**config.mk**
```make
export PLATFORM = sky130hd
export DESIGN_NAME = m_gt_qpll_rst_ctrl
export DESIGN_NICKNAME = d
export VERILOG_FILES = /design/src/rtl/m_gt_pkg.sv /design/src/rtl/m_sync_2ff.sv /design/src/rtl/m_gt_qpll_rst_ctrl.sv
export SDC_FILE = /design/constraint.sdc
export NUM_CORES = 1
export LEC_CHECK = 0
export CAP_MARGIN = 0
export CORE_ASPECT_RATIO = 2
export CORE_MARGIN = 2
export CORE_UTILIZATION = 60
export DETAILED_ROUTE_END_ITERATION = 16
export DONT_BUFFER_PORTS = 1
export GPL_ROUTABILITY_DRIVEN = 0
export GPL_TIMING_DRIVEN = 0
export PLACE_DENSITY = 0.76
export SYNTH_ARGS = -nofsm -noshare
export SYNTH_HDL_FRONTEND = slang
export SYNTH_HIERARCHICAL = 1
export SYNTH_SLANG_ARGS = --single-unit
```
**constraint.sdc**
```tcl
create_clock -name sysclk_i -period 2.8 [get_ports sysclk_i]
set_input_delay 0 -clock sysclk_i [delete_from_list [all_inputs] [get_ports sysclk_i]]
set_output_delay 0 -clock sysclk_i [all_outputs]
set_load 0.03 [all_outputs]
```
**src/rtl/m_gt_pkg.sv**
```systemverilog
// Shared types and helpers for the GT common reset/lock control blocks.
// Holds the QPLL sequencer state encoding and the retry counter helpers.
package m_gt_pkg;

    localparam int unsigned STATE_W = 3;
    localparam int unsigned RETRY_W = 4;

    typedef enum logic [STATE_W-1:0] {
        ST_RST       = 3'd0,
        ST_WAIT_LOCK = 3'd1,
        ST_STABLE    = 3'd2,
        ST_READY     = 3'd3,
        ST_FAIL      = 3'd4
    } qpll_state_e;

    function automatic logic [RETRY_W-1:0] retry_sat_inc(input logic [RETRY_W-1:0] v);
        return (v == '1) ? v : v + RETRY_W'(1);
    endfunction

    // True when the attempt now failing uses up the retry budget.
    function automatic logic retry_exhausted(input logic [RETRY_W-1:0] v,
                                             input int unsigned max_retry);
        return (int'(unsigned'(v)) + 1) >= int'(max_retry);
    endfunction

    function automatic int unsigned max3(input int unsigned a,
                                         input int unsigned b,
                                         input int unsigned c);
        int unsigned m;
        m = (a > b) ? a : b;
        return (m > c) ? m : c;
    endfunction

endpackage

```
**src/rtl/m_sync_2ff.sv**
```systemverilog
// Generic two-flop synchronizer for asynchronous status bits entering a clock domain.
// Asynchronous active-high reset loads both flops with RST_VAL.
module m_sync_2ff #(
    parameter int unsigned      WIDTH   = 1,
    parameter logic [WIDTH-1:0] RST_VAL = '0
) (
    input  logic             clk_i,
    input  logic             rst_i,
    input  logic [WIDTH-1:0] d_i,
    output logic [WIDTH-1:0] q_o
);

    logic [WIDTH-1:0] meta_q;
    logic [WIDTH-1:0] sync_q;

    always_ff @(posedge clk_i or posedge rst_i) begin
        if (rst_i) begin
            meta_q <= RST_VAL;
            sync_q <= RST_VAL;
        end else begin
            meta_q <= d_i;
            sync_q <= meta_q;
        end
    end

    assign q_o = sync_q;

endmodule

```
**src/rtl/m_gt_qpll_rst_ctrl.sv**
```systemverilog
// QPLL1 reset/lock sequencer: pulses the QPLL reset, waits for lock with a
// timeout, qualifies lock as stable and retries on timeout or lock loss.
module m_gt_qpll_rst_ctrl
    import m_gt_pkg::*;
#(
    parameter int unsigned RST_PULSE_CYC    = 256,
    parameter int unsigned LOCK_TIMEOUT_CYC = 500000,
    parameter int unsigned LOCK_STABLE_CYC  = 1024,
    parameter int unsigned MAX_RETRY        = 4
) (
    input  logic               sysclk_i,
    input  logic               reset_i,
    input  logic               restart_i,
    input  logic               qpll_lock_i,
    output logic               qpll_reset_o,
    output logic               ready_o,
    output logic               fail_o,
    output logic [RETRY_W-1:0] retry_cnt_o
);

    localparam int unsigned CNT_MAX = max3(RST_PULSE_CYC, LOCK_TIMEOUT_CYC, LOCK_STABLE_CYC);
    localparam int unsigned CNT_W   = (CNT_MAX > 1) ? $clog2(CNT_MAX) : 1;

    localparam logic [CNT_W-1:0] RST_LAST    = CNT_W'(RST_PULSE_CYC - 1);
    localparam logic [CNT_W-1:0] TIMEOUT_LAST = CNT_W'(LOCK_TIMEOUT_CYC - 1);
    localparam logic [CNT_W-1:0] STABLE_LAST = CNT_W'(LOCK_STABLE_CYC - 1);

    logic lock_s;

    m_sync_2ff #(
        .WIDTH  (1),
        .RST_VAL(1'b0)
    ) u_lock_sync (
        .clk_i(sysclk_i),
        .rst_i(reset_i),
        .d_i  (qpll_lock_i),
        .q_o  (lock_s)
    );

    qpll_state_e        state_q, state_d;
    logic [CNT_W-1:0]   cnt_q, cnt_d;
    logic [RETRY_W-1:0] retry_q, retry_d;
    logic               qpll_reset_q, qpll_reset_d;
    logic               ready_q, ready_d;
    logic               fail_q, fail_d;

    qpll_state_e        after_fail_st;
    logic [RETRY_W-1:0] retry_inc;

    always_ff @(posedge sysclk_i or posedge reset_i) begin
        if (reset_i) begin
            state_q      <= ST_RST;
            cnt_q        <= '0;
            retry_q      <= '0;
            qpll_reset_q <= 1'b1;
            ready_q      <= 1'b0;
            fail_q       <= 1'b0;
        end else begin
            state_q      <= state_d;
            cnt_q        <= cnt_d;
            retry_q      <= retry_d;
            qpll_reset_q <= qpll_reset_d;
            ready_q      <= ready_d;
            fail_q       <= fail_d;
        end
    end

    // A timeout and a lock loss in READY are both failed attempts.
    always_comb begin
        retry_inc     = retry_sat_inc(retry_q);
        after_fail_st = retry_exhausted(retry_q, MAX_RETRY) ? ST_FAIL : ST_RST;
    end

    always_comb begin
        state_d = state_q;
        cnt_d   = cnt_q;
        retry_d = retry_q;

        if (restart_i) begin
            state_d = ST_RST;
            cnt_d   = '0;
            retry_d = '0;
        end else begin
            unique case (state_q)
                ST_RST: begin
                    if (cnt_q == RST_LAST) begin
                        state_d = ST_WAIT_LOCK;
                        cnt_d   = '0;
                    end else begin
                        cnt_d = cnt_q + CNT_W'(1);
                    end
                end
                ST_WAIT_LOCK: begin
                    if (lock_s) begin
                        state_d = ST_STABLE;
                        cnt_d   = '0;
                    end else if (cnt_q == TIMEOUT_LAST) begin
                        state_d = after_fail_st;
                        cnt_d   = '0;
                        retry_d = retry_inc;
                    end else begin
                        cnt_d = cnt_q + CNT_W'(1);
                    end
                end
                ST_STABLE: begin
                    if (!lock_s) begin
                        state_d = ST_WAIT_LOCK;
                        cnt_d   = '0;
                    end else if (cnt_q == STABLE_LAST) begin
                        state_d = ST_READY;
                        cnt_d   = '0;
                        retry_d = '0;
                    end else begin
                        cnt_d = cnt_q + CNT_W'(1);
                    end
                end
                ST_READY: begin
                    if (!lock_s) begin
                        state_d = after_fail_st;
                        cnt_d   = '0;
                        retry_d = retry_inc;
                    end
                end
                ST_FAIL: begin
                    state_d = ST_FAIL;
                end
                default: begin
                    state_d = ST_RST;
                    cnt_d   = '0;
                end
            endcase
        end
    end

    // Outputs are decoded from the next state so they change on the same edge as the state.
    always_comb begin
        qpll_reset_d = (state_d == ST_RST) || (state_d == ST_FAIL);
        ready_d      = (state_d == ST_READY);
        fail_d       = (state_d == ST_FAIL);
    end

    assign qpll_reset_o = qpll_reset_q;
    assign ready_o      = ready_q;
    assign fail_o       = fail_q;
    assign retry_cnt_o  = retry_q;

endmodule

```
==> flow_summary.toml, run 1 <==
[sta]
finClkSkew_ns = 0.00761
fin_crit_sh = 0.852
setup_violations = 0
fin_crit_ns = 2.38
relSlewSlack = 0.248
hold_viol_final = 0
worst_pin_slew_ns = 1.13
rsz0062_at_grt = "false"
drv_slew = 0
setup-tns-final_ns = 0
max_freq_mhz = 419

[critical_path]
r2r_end = "cnt_q[15]$_DFFE_PP0P_"
endpoint = "cnt_q[15]$_DFFE_PP0P_"
worst_ep_arrival_time_ns = 2.55
crit_type = "flip-flop to flip-flop"
worst-path-max-fanout = 10
reg2reg_from = "cnt_q[0]$_DFFE_PP0P_"
crit_path_end_kind = "flip-flop"
start_kind = "flip-flop"
crit_required_ns = 2.96
reg2reg_slack_ns = 0.42
worst-r2r-cell-count = 8
crit_start = "cnt_q[0]$_DFFE_PP0P_"

[clocking]
ctsHoldBuffers = 2
cts_tree = "done"
post_cts_buffers = 0
cts_resized = 0
clk_pin_slew_worst_paths_ns = 0.07
root_buffer = "clkbuf_8"
cts_buffers = 5
clkSinkCount = 31
htree_num_levels = 2
cts_buffer_depth = 2
clk_latency_ns = 0.29

[logic_synthesis]
synth_adder_area_share = 0.0189
ys.flop_type = "dfrtp_1"
synth_cells = 213
synth.top_cell.area_share = 0.378
synth_top_cells_by_area = "dfrtp_1 (38%), nand2_1 (5.3%), nand3_1 (3.5%)"
synth_compound_area_frac = 0.217
synthSimpleGateAreaFrac = 0.304
yosysSeqAreaShare = 0.391
ys_ff_latch = 31
synth-xor-area-share = 0.0132
synth_common_cells = "dfrtp_1 (30), nand2_1 (28), nand3_1 (14)"
synth-edff-count = 0
synth.most_common_cell = "dfrtp_1"
synth_cell_types = 53
synth_area_leader_cell = "dfrtp_1"
syn_area_per_cell_sq_um = 9.32
synth.net_count = 220
synth_top_family_by_area = "simple AND/OR/NAND/NOR gates"
synth_mux_area_frac = 0.0107
syn-cell-area_sq_mm = 0.00199
ys.warnings.count = 6
synthArstFlopShare = 1.00

[grt]
grt_first_pass_wirelength_microns = 7740
grt_pass1_vias = 1718
grt-ovfl-total = 0
grt_use_total = 0.270
antenna_found_initial = 0
grt_max_degree = 30

[flow_run]
drv_cap = 0

[drt]
drc = 0
drt_pass1_iterations = 4
wire_per_inst_microns = 17.6
drt_iter0_drc = 48
drtAntennaViolNets = 0
wl_microns = 4460
vias = 1697
via_per_inst = 6.68

[layout]
layout-drive-gt1-share = 0.139
diodes = 0
syn_to_final_growth_pct = 7.56
fin_nets = 229
final_cell_area_sq_mm = 0.00214
fin_cells = 254

[floorplan]
start_util = 0.629
die_area_sq_mm = 0.00381
core-area_sq_mm = 0.00316
io_pins = 11
die_h_microns = 85.4
die_w_microns = 44.7
rows = 29

[placement]
dp_hpwl_microns = 3350
placed_cell_area_sq_mm = 0.00202
place.port_buffers = 0
dp.cells = 244

[power]
leakagePower_nw = 0.998
cellPowerDensity_mw_per_mm2 = 403
vdd_drop_max_uv = 402

[worst_hold_path]
worstHoldPathType = "input port to flip-flop"

[outcome]
run_status = "finished, final reports clean"
critical path: stages, from the launching register on:
cell and delay, ns:
dfrtp_1 0.46, ha_1 0.26, and4_1 0.36, nand2_1 0.17
o211a_1 0.29, o21a_1 0.24, nor2_4 0.19, buf_6 0.18
o211ai_1 0.11
cell families after synthesis:
family	count (synthesis)
AND/OR/NAND/NOR	99
AO/OA/AOI/OAI	59
flip-flops	31
buffers and inverters	16
XOR/XNOR	3
adder cells (fa/ha/maj)	3
multiplexers	2
cell usage in the layout, fill, tap and decap left out, types with 3 or more instances in the layout:
master and count:
nand4_1 6, dfrtp_1 30, o21ai_0 7, ha_1 3, o21ai_1 6, or2_2 3
nand2_1 28, o211ai_1 4, o21a_1 3, a21o_1 7, a21oi_1 8, a22oi_1 3
buf_2 6, nand3_1 14, a211oi_1 3, nor2b_1 3, nor2_1 9, buf_6 3
o22ai_1 3, and2_1 3, clkbuf_8 6, and2b_1 3, and3_1 9, and4_1 5
o31ai_1 3, inv_1 6
where the power goes:
group / internal (mW) / switching, mW
Sequential: 0.453 / 0.00811
Combinational: 0.0121 / 0.0251
Clock: 0.198 / 0.165
stage by stage:
step           power, mW  hold slack (ns)  worst slack (ns)   util
3_5_place_dp       0.505           -0.255             0.414  0.641
6_report           0.861          0.00141             0.415  0.677
2_1_floorplan      0.494           -0.259             0.796      -
4_1_cts            0.865          0.00359             0.404  0.677
3_3_place_gp       0.503           -0.256             0.473  0.641
5_1_grt            0.887           0.0261             0.225  0.677
worst min path at each step:
stage,startpoint,to,cells past startpoint
after floorplan,reset_i,u_lock_sync/meta_q$_DFF_PP0_,1
after global placement,reset_i,u_lock_sync/meta_q$_DFF_PP0_,1
after detailed placement,reset_i,u_lock_sync/meta_q$_DFF_PP0_,1
after CTS,restart_i,cnt_q[3]$_DFFE_PP0P_,3
after global routing,restart_i,cnt_q[3]$_DFFE_PP0P_,3
final,restart_i,cnt_q[3]$_DFFE_PP0P_,3
routing by layer:
| layer | share of wire | track usage |
|---|---|---|
| met5 | 0 | 0 |
| met4 | 0.017 | 0.135 |
| met1 | 0.36 | 0.293 |
| met3 | 0.043 | 0.0723 |
| met2 | 0.58 | 0.460 |
state kept, by name, summed over array words and instances (netlist names):
| register | count |
|---|---|
| qpll_reset_o | 1 |
| cnt_q | 19 |
| u_lock_sync/q_o | 1 |
| ready_o | 1 |
| fail_o | 1 |
| retry_cnt_o | 4 |
| u_lock_sync/meta_q | 1 |
| state_q | 3 |
final cells by class:
cell class                 instances  area (sq um)
clock inverter                     1          5.00
buffer                            10          67.6
sequential                        31           777
timing repair buffer               2          20.0
tap                               31          38.8
fill                             257          1020
multi-input combinational        166          1120
clock buffer                       7          86.3
inverter                           6          22.5
Note: power is estimated with default switching activity, not from simulation.
==> run 2: changes to the inputs <==
- ABC_AREA: unset -> 1
==> run 2 against run 1 <==
Effect of this change: critical path type unchanged; utilization grew 2.2 points; worst setup slack improved by 0.43 ns; clock power increased by 45%; clock-buffer cell count down 1; sequential share of layout area decreased by 3.8 points; hold slack improved by 0.045 ns; global-route usage grew 1.7 points; die area rose by 8.3%; register-to-register slack improved by 0.43 ns.
==> flow_summary.toml, run 2 <==
[logic_synthesis]
ys.warnings.count = 6
syn_area_per_cell_sq_um = 7.64
synth.net_count = 290
synth_common_cells = "nand2_1 (74), dfrtp_1 (30), nand3_1 (29)"
syn-cell-area_sq_mm = 0.00216
yosysSeqAreaShare = 0.359
synth_area_leader_cell = "dfrtp_1"
ys_ff_latch = 31
synth_cell_types = 35
synth_cells = 283
synth.top_cell.area_share = 0.347
ys.flop_type = "dfrtp_1"
synthArstFlopShare = 1.00
synth-edff-count = 0
synth.most_common_cell = "nand2_1"
synth_top_cells_by_area = "dfrtp_1 (35%), nand2_1 (13%), nand3_1 (6.7%)"

[sta]
rsz0062_at_grt = "false"
fin_crit_ns = 1.95
max_freq_mhz = 512
relSlewSlack = 0.245
finClkSkew_ns = 0.00956
fin_crit_sh = 0.697
setup-tns-final_ns = 0
setup_violations = 0
holdWs_ns = 0.0462
drv_slew = 0
hold_viol_final = 0
worst_pin_slew_ns = 1.13

[grt]
use_met2 = 0.535
globalRouteMet1Util = 0.280
grt_max_degree = 30
antenna_found_initial = 0
grt_pass1_vias = 1996
busiest_layer = "met2"
grt-ovfl-total = 0
grt_util_met3 = 0.0404
grt_use_total = 0.288
grt_first_pass_wirelength_microns = 8530

[floorplan]
rows = 30
die_h_microns = 88.9
start_util = 0.633
core-area_sq_mm = 0.00342
die_w_microns = 46.5
die_area_sq_mm = 0.00413
io_pins = 11

[outcome]
run_status = "finished, final reports clean"

[drt]
wl_microns = 5060
drtAntennaViolNets = 0
wire_per_inst_microns = 14.8
via_per_inst = 5.53
drt_iter0_drc = 57
drc = 0
vias = 1890
drt_pass1_iterations = 4

[critical_path]
crit_path_end_kind = "flip-flop"
worst_ep_arrival_time_ns = 2.13
start_kind = "flip-flop"
crit_required_ns = 2.98
worst-path-max-fanout = 4
crit_type = "flip-flop to flip-flop"

[clocking]
cts_tree = "done"
root_buffer = "clkbuf_8"
cts_buffers = 5
htree_num_levels = 2
clk_latency_ns = 0.29
cts_buffer_depth = 2
clk_pin_slew_worst_paths_ns = 0.07
clkSinkCount = 31
cts_resized = 0

[layout]
layout-drive-gt1-share = 0.194
most-common-layout-cells = "nand2_1 (74), dfrtp_1 (30), nand3_1 (29), inv_1 (27), nor2_1 (22)"
syn_to_final_growth_pct = 10.3
final_common_cell = "nand2_1"
largest_reg_flops = 19
diodes = 0
multi_input_area_sq_mm = 0.00121
fin_nets = 300
fill_cells = 304
seqCellArea_sq_um = 777
regMostFlops = "cnt_q"
fin_cells = 342

[flow_run]
drv_cap = 0

[power]
vdd_drop_max_uv = 471
leakagePower_nw = 1.13
cellPowerDensity_mw_per_mm2 = 432

[placement]
place.port_buffers = 0
dp.cells = 331
dp_hpwl_microns = 3790

[worst_hold_path]
worstHoldPathType = "input port to asynchronous set/reset pin"
==> run 2: timing repair <==
| action | CTS | global route |
|---|---|---|
| hold buffers | 3 | 0 |
| endpoints found under the setup margin | 0 | 0 |
| setup buffers | 0 | 0 |
| endpoints found under the hold margin | 48 | 0 |
==> run 2: path summary, 6_finish.rpt <==
kind | startpoint | endpoint | slack, ns | cells after the start
max in group asynchronous | reset_i | cnt_q[2]$_DFFE_PP0P_ | 1.63 | 2
worst max register to register | cnt_q[0]$_DFFE_PP0P_ | cnt_q[14]$_DFFE_PP0P_ | 0.85 | 8
worst min register to register | u_lock_sync/meta_q$_DFF_PP0_ | u_lock_sync/q_o$_DFF_PP0_ | 0.35 | 0
min in group sysclk_i | restart_i | cnt_q[13]$_DFFE_PP0P_ | 0.08 | 5
worst max-delay path | cnt_q[0]$_DFFE_PP0P_ | cnt_q[14]$_DFFE_PP0P_ | 0.85 | 8
worst min-delay path | reset_i | u_lock_sync/q_o$_DFF_PP0_ | 0.05 | 2
==> run 2: layout make-up <==
type / instances / area share
clock inverter: 2 / 0.0252
clock buffer: 6 / 0.0304
timing repair buffer: 3 / 0.0126
buffer: 6 / 0.0199
multi-input combinational: 212 / 0.508
inverter: 34 / 0.0535
tap: 48 / 0.0252
sequential: 31 / 0.326
==> run 2: logic make-up after synthesis <==
group           share of synthesized area
xor+xnor                           0.0526
fa+ha+maj                          0.0174
simple gates                        0.400
compound gates                     0.0902
flops                               0.359
buf+inv                            0.0810
==> run 2: worst max-delay path: stages (launching register included) <==
cell     delay [ns]
dfrtp_1        0.41
ha_1           0.22
nand2_2        0.10
nor3_1         0.52
nand3_1        0.24
nand4_1        0.15
nand3_1        0.08
nand2_1        0.07
nand2_1        0.05
==> run 2: where the power goes <==
group	total (mW)	internal [mW]	switching, mW
combinational	0.0457	0.0149	0.0308
sequential	0.458	0.453	0.00442
clock	0.527	0.356	0.172
total	1.03	0.824	0.207
==> run 2: layer usage <==
layer	up-vias	wire (microns)
li1	941	-
met1	887	1790
met2	42	2990
met3	20	108
met4	0	169
met5	-	0
==> run 2: stage by stage <==
stage / utilization / cell area (sq um) / total power, mW / setup WS [ns]
final: 0.699 / 2390 / 1.03 / 0.848
after CTS: 0.699 / 2390 / 1.04 / 0.917
after global placement: 0.651 / 2220 / 0.506 / 0.983
after detailed placement: 0.651 / 2220 / 0.507 / 0.942
after floorplan: - / 2160 / 0.498 / 1.22
after global routing: 0.699 / 2390 / 1.06 / 0.802
